### config.mk
export PLATFORM = sky130hd
export DESIGN_NAME = button_conditioner_flat
export DESIGN_NICKNAME = d
export VERILOG_FILES = /design/src/rtl/button_conditioner_if.sv /design/src/rtl/button_conditioner.sv /design/src/flat_wrapper.sv
export SDC_FILE = /design/constraint.sdc
export NUM_CORES = 1
export LEC_CHECK = 0
export ABC_AREA = 1
export ABC_CLOCK_PERIOD_IN_PS = 1200
export BUFFER_PORTS_ARGS = -buffer_cell sky130_fd_sc_hd__buf_2
export CORE_UTILIZATION = 30
export CTS_CLUSTER_SIZE = 28
export DETAILED_ROUTE_END_ITERATION = 10
export PLACE_DENSITY = 0.47
export SETUP_SLACK_MARGIN = 0.2
export SKIP_LAST_GASP = 1
export SYNTH_ARGS = -nofsm -noshare
export SYNTH_HDL_FRONTEND = slang
export SYNTH_SLANG_ARGS = --single-unit
export TNS_END_PERCENT = 5
### constraint.sdc
create_clock -name clk -period 1.2 [get_ports clk]
set_input_delay 0.12 -clock clk [delete_from_list [all_inputs] [get_ports clk]]
set_output_delay 0.12 -clock clk [all_outputs]
set_load 0.01 [all_outputs]
### src/rtl/button_conditioner_if.sv
// Signal bundle between the raw button inputs and the conditioned event outputs.
// The harness drives through the master modport; button_conditioner uses the slave modport.
interface button_conditioner_if #(
  parameter int NUM_CH = 4
) ();
  localparam int IDX_W = (NUM_CH > 1) ? $clog2(NUM_CH) : 1;

  logic [NUM_CH-1:0] btn_i;
  logic [NUM_CH-1:0] level_o;
  logic [NUM_CH-1:0] strobe_o;
  logic              any_strobe_o;
  logic [IDX_W-1:0]  strobe_idx_o;

  modport master (
    output btn_i,
    input  level_o,
    input  strobe_o,
    input  any_strobe_o,
    input  strobe_idx_o
  );

  modport slave (
    input  btn_i,
    output level_o,
    output strobe_o,
    output any_strobe_o,
    output strobe_idx_o
  );
endinterface

### src/rtl/button_conditioner.sv
// Multi-channel button conditioner: synchroniser chain, debounce counter, edge strobe
// and a lowest-index priority summary of the strobes.
module button_conditioner #(
  parameter int NUM_CH          = 4,
  parameter int SYNC_STAGES     = 2,
  parameter int DEBOUNCE_CYCLES = 4,
  parameter int EDGE_MODE       = 0
) (
  input  logic                clk,
  input  logic                rst,
  button_conditioner_if.slave bus
);
  localparam int IDX_W = (NUM_CH > 1) ? $clog2(NUM_CH) : 1;
  localparam int CNT_W = (DEBOUNCE_CYCLES > 1) ? $clog2(DEBOUNCE_CYCLES + 1) : 1;
  localparam logic [CNT_W-1:0] CNT_LAST = CNT_W'(DEBOUNCE_CYCLES - 1);
  localparam logic [1:0]       MODE     = EDGE_MODE[1:0];

  logic [NUM_CH-1:0][SYNC_STAGES-1:0] sync_q, sync_d;
  logic [NUM_CH-1:0][CNT_W-1:0]       cnt_q, cnt_d;
  logic [NUM_CH-1:0]                  level_q, level_d;
  logic [NUM_CH-1:0]                  strobe_q, strobe_d;
  logic [NUM_CH-1:0]                  sync_s;
  logic [IDX_W-1:0]                   idx_s;

  // Plain shift chain: each stage takes the previous stage directly, stage 0 takes the pad.
  always_comb begin
    sync_d = sync_q;
    sync_s = '0;
    for (int k = 0; k < NUM_CH; k++) begin
      sync_d[k] = {sync_q[k][SYNC_STAGES-2:0], bus.btn_i[k]};
      sync_s[k] = sync_q[k][SYNC_STAGES-1];
    end
  end

  always_comb begin
    cnt_d    = cnt_q;
    level_d  = level_q;
    strobe_d = '0;
    for (int k = 0; k < NUM_CH; k++) begin
      if (sync_s[k] == level_q[k]) begin
        cnt_d[k] = '0;
      end else if (cnt_q[k] == CNT_LAST) begin
        // Change has persisted long enough: accept it and strobe if the direction matches.
        cnt_d[k]   = '0;
        level_d[k] = sync_s[k];
        case (MODE)
          2'd1:    strobe_d[k] = ~sync_s[k];
          2'd2:    strobe_d[k] = 1'b1;
          default: strobe_d[k] = sync_s[k];
        endcase
      end else begin
        cnt_d[k] = cnt_q[k] + CNT_W'(1);
      end
    end
  end

  always_ff @(posedge clk or posedge rst) begin
    if (rst) begin
      sync_q   <= '0;
      cnt_q    <= '0;
      level_q  <= '0;
      strobe_q <= '0;
    end else begin
      sync_q   <= sync_d;
      cnt_q    <= cnt_d;
      level_q  <= level_d;
      strobe_q <= strobe_d;
    end
  end

  // Scan from the top so the lowest set strobe wins.
  always_comb begin
    idx_s = '0;
    for (int k = NUM_CH - 1; k >= 0; k--) begin
      if (strobe_q[k]) begin
        idx_s = IDX_W'(k);
      end else begin
        idx_s = idx_s;
      end
    end
  end

  assign bus.level_o      = level_q;
  assign bus.strobe_o     = strobe_q;
  assign bus.any_strobe_o = |strobe_q;
  assign bus.strobe_idx_o = idx_s;
endmodule

### src/flat_wrapper.sv
// flat-port wrapper written by rule: the top's interface ports become plain ports
module button_conditioner_flat 
#(
  parameter int NUM_CH          = 4,
  parameter int SYNC_STAGES     = 2,
  parameter int DEBOUNCE_CYCLES = 4,
  parameter int EDGE_MODE       = 0
)
  (clk, rst, bus_btn_i, bus_level_o, bus_strobe_o, bus_any_strobe_o, bus_strobe_idx_o);
  button_conditioner_if #(.NUM_CH(NUM_CH)) bus_i ();
  input  logic clk;
  input  logic rst;
  input wire logic [$bits(bus_i.btn_i)-1:0] bus_btn_i;
  output wire logic [$bits(bus_i.level_o)-1:0] bus_level_o;
  output wire logic [$bits(bus_i.strobe_o)-1:0] bus_strobe_o;
  output wire logic [$bits(bus_i.any_strobe_o)-1:0] bus_any_strobe_o;
  output wire logic [$bits(bus_i.strobe_idx_o)-1:0] bus_strobe_idx_o;
  assign bus_i.btn_i = bus_btn_i;
  assign bus_level_o = bus_i.level_o;
  assign bus_strobe_o = bus_i.strobe_o;
  assign bus_any_strobe_o = bus_i.any_strobe_o;
  assign bus_strobe_idx_o = bus_i.strobe_idx_o;
  button_conditioner #(.NUM_CH(NUM_CH), .SYNC_STAGES(SYNC_STAGES), .DEBOUNCE_CYCLES(DEBOUNCE_CYCLES), .EDGE_MODE(EDGE_MODE)) u_core (.clk(clk), .rst(rst), .bus(bus_i));
endmodule
==> metrics.txt, run 1 <==
Placed Area=around 1200 sq um; VDD IR max=roughly 0.57 mV; post-DP HPWL=between 1000 and 1500 um; Routed WL=between 1500 and 2000 um; Final Cell Area=approximately 1300 sq um; largest net degree at the start of global routing=29; CP max stage delay=between 400 and 500 ps; Fillers=352; Arrival @ worst endpoint=roughly 1100 ps; PnR worst setup slack=-22.9 ps; # nets final=~150; Reg clk slew, reported paths=~130 ps; Cell Chain, Critical Path=inv_1 -> nand2_1 -> a21oi_2 -> buf_2; 1st-pass router iterations=4; Slew @ Worst Pin=about 340 ps; H-tree depth=1; Area growth, synth to finish=20.2%; vias after detailed routing=roughly 740; worst-path maximum fanout=3; core area=3420 sq um; mean area per synthesized cell=9.38 sq um; die area=between 3000 and 4000 sq um; pwr dens=~1800 nW/um^2; Max Freq=0.818 GHz; n_diodes=0; per-cell routed wire length=around 8.7 um; worst hold margin=between 300 and 400 ps; Initial Util=0.321; Hold Vio Cnt, Final=0; CTS tree=yes; final setup fails=2; RSZ-0062 raised after global routing=true; slowest stage cell, crit path=dfrtp_1; total grt overflow=0; # IOs=17; clk_skew=5.06 ps; setup TNS=-28.0 ps; Mapped Cells=117; total of max-cap violations=0; GP Congestion=about 0.78; synthesized netlist net count=127; die span in x=62.5 um; clock sinks=28; Synth warnings=0; #FFs+latches synth=28; Final Critical Period=1220 ps; Min-Delay Path Class=reg -> reg; Slew headroom=0.774; fin crit share=1.02; count of different cell masters after synthesis=9; First DRT Iteration DRCs=18; Final Total Pwr=between 0.002 and 0.0025 W; DRC Markers=0; Chip Height=~62 um; mapped cell area=approximately 1100 sq um; share of layout cells above drive strength 1=0.204; Slew Viols, Final=0; PortBufs=16; DR vias/cell=between 3 and 4; register area share after synthesis=0.639; CTS Buffer Depth=2; Crit Path Category=reg -> out; total CTS buffers=3; global-route wire length before repair=2970 um; clk root buf=clkbuf_4; pre-CTS WS=~270 ps; CP Capture Type=primary output; Startpoint Class=flip-flop; initial antenna violation count=0; Worst-Skew Late Latency=about 310 ps; static leakage=0.722 nW; Cell Rows=21; violated checks=setup timing; GRT Resource Usage Total=0.0962; critical path required time=1080 ps; status=complete, but fails checks; Routed Antenna Nets=0; vias in the first global route=716
==> area by class of cell <==
cell class                      count  area [sq um]  area share
Multi-Input combinational cell     63           303       0.230
Inverter                           26          97.6      0.0740
Tap cell                           46          57.6      0.0436
Clock buffer                        3          22.5      0.0171
Timing Repair Buffer               22           138       0.104
Sequential cell                    28           701       0.531
==> worst max-delay path: cells and delay by family (launching register included) <==
| family | cells | cell delay [ps] |
|---|---|---|
| buffers and inverters | 2 | 200 |
| AO/OA/AOI/OAI | 1 | 120 |
| flip-flops | 1 | 430 |
| AND/OR/NAND/NOR | 1 | 50 |
==> cell families (layout without fill, tap and decap cells) <==
| kind of cell | Yosys count | count (layout) | share of synthesized area |
|---|---|---|---|
| DFF | 28 | 28 | 0.639 |
| buffers and inverters | 26 | 51 | 0.0889 |
| AOI/OAI and AO/OA | 1 | 1 | 0.00456 |
| adders and majority gates | 4 | 4 | 0.0456 |
| and+or+nand+nor | 58 | 58 | 0.222 |
==> synth_stat cells <==
library cell | number | area share
dfrtp_1 | 28 | 0.64
nand2_2 | 8 | 0.046
a21oi_1 | 1 | 0.0046
inv_1 | 26 | 0.089
nor2_1 | 18 | 0.062
ha_1 | 4 | 0.046
nand2_1 | 27 | 0.092
nor3_1 | 1 | 0.0046
nand3_1 | 4 | 0.018
==> metrics by stage <==
step,cells,utilization
after floorplan,117,-
after global placement,180,0.364
after detailed placement,180,0.364
after CTS,188,0.386
after global routing,188,0.386
final,188,0.386
==> flip-flops by register name, indices dropped and copies added, names as in the netlist <==
| name | cells |
|---|---|
| u_core.sync_q | 4 |
| u_core.sync_d | 4 |
| u_core.bus.level_o | 4 |
| u_core.bus.strobe_o | 4 |
| u_core.cnt_q | 12 |
==> power breakdown <==
group          switching [W]  internal [W]  total (W)  leakage [nW]
Combinational       0.000409      0.000290   0.000699         0.351
Clock               0.000245      0.000117   0.000363        0.0138
Sequential          0.000126       0.00114    0.00126         0.357
Total               0.000780       0.00155    0.00233         0.722
==> layer usage <==
metal  up-vias  GRT usage  wire, um
met5         -          0         0
met4         0     0.0610        20
met3         2     0.0164        54
met2        14      0.154       686
met1       336      0.120       868
li1        392          -         -
==> what timing repair did <==
action	4_1_cts	5_1_grt
endpoints found under the hold margin	32	0
gates resized for setup	1	0
buffers inserted	0	0
endpoints found under the setup margin	11	14
hold buffers	5	0
==> placed cells by master (no fill, tap or decap) <==
| cell type | netlist | layout |
|---|---|---|
| inv_1 | 26 | 26 |
| nor2_1 | 18 | 18 |
| nand3_1 | 4 | 4 |
| buf_4 | 0 | 1 |
| buf_2 | 0 | 16 |
| a21oi_2 | 0 | 1 |
| nand2_1 | 27 | 27 |
| nand2_2 | 8 | 8 |
| dfrtp_1 | 28 | 28 |
| ha_1 | 4 | 4 |
| clkbuf_4 | 0 | 3 |
| nor3_1 | 1 | 1 |
| dlygate4sd3_1 | 0 | 5 |
==> path summary, 6_finish.rpt <==
path                            cells after the start                               end  slack [ps]                             start
min in group asynchronous                           4  u_core.bus.strobe_o[1]$_DFF_PP0_         390                               rst
max in group asynchronous                           4        u_core.sync_d[1]$_DFF_PP0_         560                               rst
worst max register to register                      4         u_core.cnt_q[1]$_DFF_PP0_         230         u_core.cnt_q[0]$_DFF_PP0_
worst min register to register                      0        u_core.sync_q[1]$_DFF_PP0_         360        u_core.sync_d[1]$_DFF_PP0_
worst min-delay path                                0        u_core.sync_q[1]$_DFF_PP0_         360        u_core.sync_d[1]$_DFF_PP0_
worst max-delay path                                4               bus_strobe_idx_o[0]         -20  u_core.bus.strobe_o[2]$_DFF_PP0_
(Power assumes the default switching activity.)
==> run 2: changes to the inputs <==
--- a/config.mk
+++ b/config.mk
@@ -13,7 +13,6 @@
 export DETAILED_ROUTE_END_ITERATION = 10
 export PLACE_DENSITY = 0.47
 export SETUP_SLACK_MARGIN = 0.2
-export SKIP_LAST_GASP = 1
 export SYNTH_ARGS = -nofsm -noshare
 export SYNTH_HDL_FRONTEND = slang
 export SYNTH_SLANG_ARGS = --single-unit
==> metrics.txt, run 2 (synthesis results as in run 1) <==
DRC Markers=0; Min-Delay Path Class=reg -> reg; DR vias/cell=approximately 3.9; global-route wire length before repair=just under 3000 um; VDD IR max=approximately 0.57 mV; placed cell count=180; Slew @ Worst Pin=between 300 and 400 ps; Finished Layout Cells=188; GRT Resource Usage Total=0.0962; core area=approximately 3400 sq um; CP max stage delay=approximately 430 ps; CTS tree=yes; Arrival @ worst endpoint=1100 ps; RSZ-0062 raised after global routing=true; Slew Viols, Final=0; PortBufs=16; fin crit share=1.02; Routed WL=roughly 1600 um; max reg flops=12; final setup fails=2; Cell Rows=21; clk root buf=clkbuf_4; Crit Path Category=reg -> out; 1st-pass router iterations=4; worst-path maximum fanout=3; Startpoint Class=flip-flop; n_diodes=0; CP Capture Type=primary output; H-tree depth=1; setup bufs post-CTS=0; Worst-Skew Late Latency=~310 ps; First DRT Iteration DRCs=19; clk_skew=~5.5 ps; most common cell after layout, fill and taps aside=dfrtp_1; Slew headroom=0.774; post-DP HPWL=approximately 1200 um; static leakage=0.720 nW; Reg clk slew, reported paths=between 100 and 150 ps; pre-CTS WS=approximately 270 ps; vias in the first global route=between 700 and 800; die area=approximately 4000 sq um; Final Critical Period=around 1200 ps; Final Util=0.390; CTS Buffer Depth=2; Hold Vio Cnt, Final=0; Initial Util=0.321; Chip Height=approximately 62 um; clock sinks=28; die span in x=~62 um; vias after detailed routing=roughly 740; initial antenna violation count=0; share of layout cells above drive strength 1=0.225; Max Freq=slightly above 0.8 GHz; pwr dens=between 1500 and 2000 nW/um^2; setup TNS=-27.6 ps; GP Congestion=about 0.8; total grt overflow=0; critical path required time=between 1000 and 1500 ps; leading cell types in the layout, fill and taps excluded=dfrtp_1, inv_1, nand2_1; Cell Chain, Critical Path=inv_1 -> nand2_1 -> a21oi_2 -> buf_2; # nets final=154; largest net degree at the start of global routing=29; slowest stage cell, crit path=dfrtp_1; PnR worst setup slack=-22.4 ps; total of max-cap violations=0; status=complete, but fails checks; total CTS buffers=3; violated checks=setup timing; Routed Antenna Nets=0; Area growth, synth to finish=21.4%; Largest Register=u_core.cnt_q; per-cell routed wire length=slightly below 9 um; # IOs=17
## run 2: metrics by stage
stage          hold slack [ps]  power, W  cell area (sq um)
6_report                   362   0.00235               1330
5_1_grt                    379   0.00259               1330
4_1_cts                    367   0.00237               1320
3_5_place_dp               203   0.00198               1240
3_3_place_gp               208   0.00195               1240
2_1_floorplan              151   0.00177               1100
## run 2: worst paths after layout
kind | cells past startpoint | end | startpoint | slack, ps
min in group asynchronous | 4 | u_core.bus.strobe_o[1]$_DFF_PP0_ | rst | 390
max reg2reg | 4 | u_core.cnt_q[6]$_DFF_PP0_ | u_core.cnt_q[6]$_DFF_PP0_ | 270
max | 4 | bus_strobe_idx_o[0] | u_core.bus.strobe_o[2]$_DFF_PP0_ | -20
min | 0 | u_core.sync_q[1]$_DFF_PP0_ | u_core.sync_d[1]$_DFF_PP0_ | 360
max in group asynchronous | 4 | u_core.sync_d[1]$_DFF_PP0_ | rst | 560
min reg2reg | 0 | u_core.sync_q[1]$_DFF_PP0_ | u_core.sync_d[1]$_DFF_PP0_ | 360
## run 2: final cells by class
cell class              count  area [sq um]
repair buffers             22           144
multi-input cells          63           310
inverters                  26          97.6
clock buffers               3          22.5
fillers                   350          2080
flip-flops and latches     28           701
well taps                  46          57.6
## run 2: critical path: cells and delay by family, from the launching register on
family | cells | cell delay [ps]
buffers and inverters | 2 | 200
DFF | 1 | 430
AOI/OAI and AO/OA | 1 | 120
and+or+nand+nor | 1 | 50
## run 2: routing by layer
metal / global-route usage / vias up / part of all wire
li1: - / 392 / -
met4: 0.0610 / 0 / 0.012
met5: 0 / - / 0
met1: 0.120 / 333 / 0.53
met3: 0.0164 / 2 / 0.036
met2: 0.154 / 14 / 0.42
## run 2: timing repair
item | in CTS | in global routing
pin swaps | 0 | 0
resized for setup | 1 | 4
endpoints found under the setup margin | 11 | 14
hold buffers | 5 | 0
endpoints found under the hold margin | 32 | 0
## run 2: power breakdown
part           total (W)  internal [W]  switching (W)  leakage (nW)
combinational   0.000723      0.000313       0.000410         0.349
clock           0.000362      0.000117       0.000245        0.0138
sequential       0.00127       0.00114       0.000131         0.357
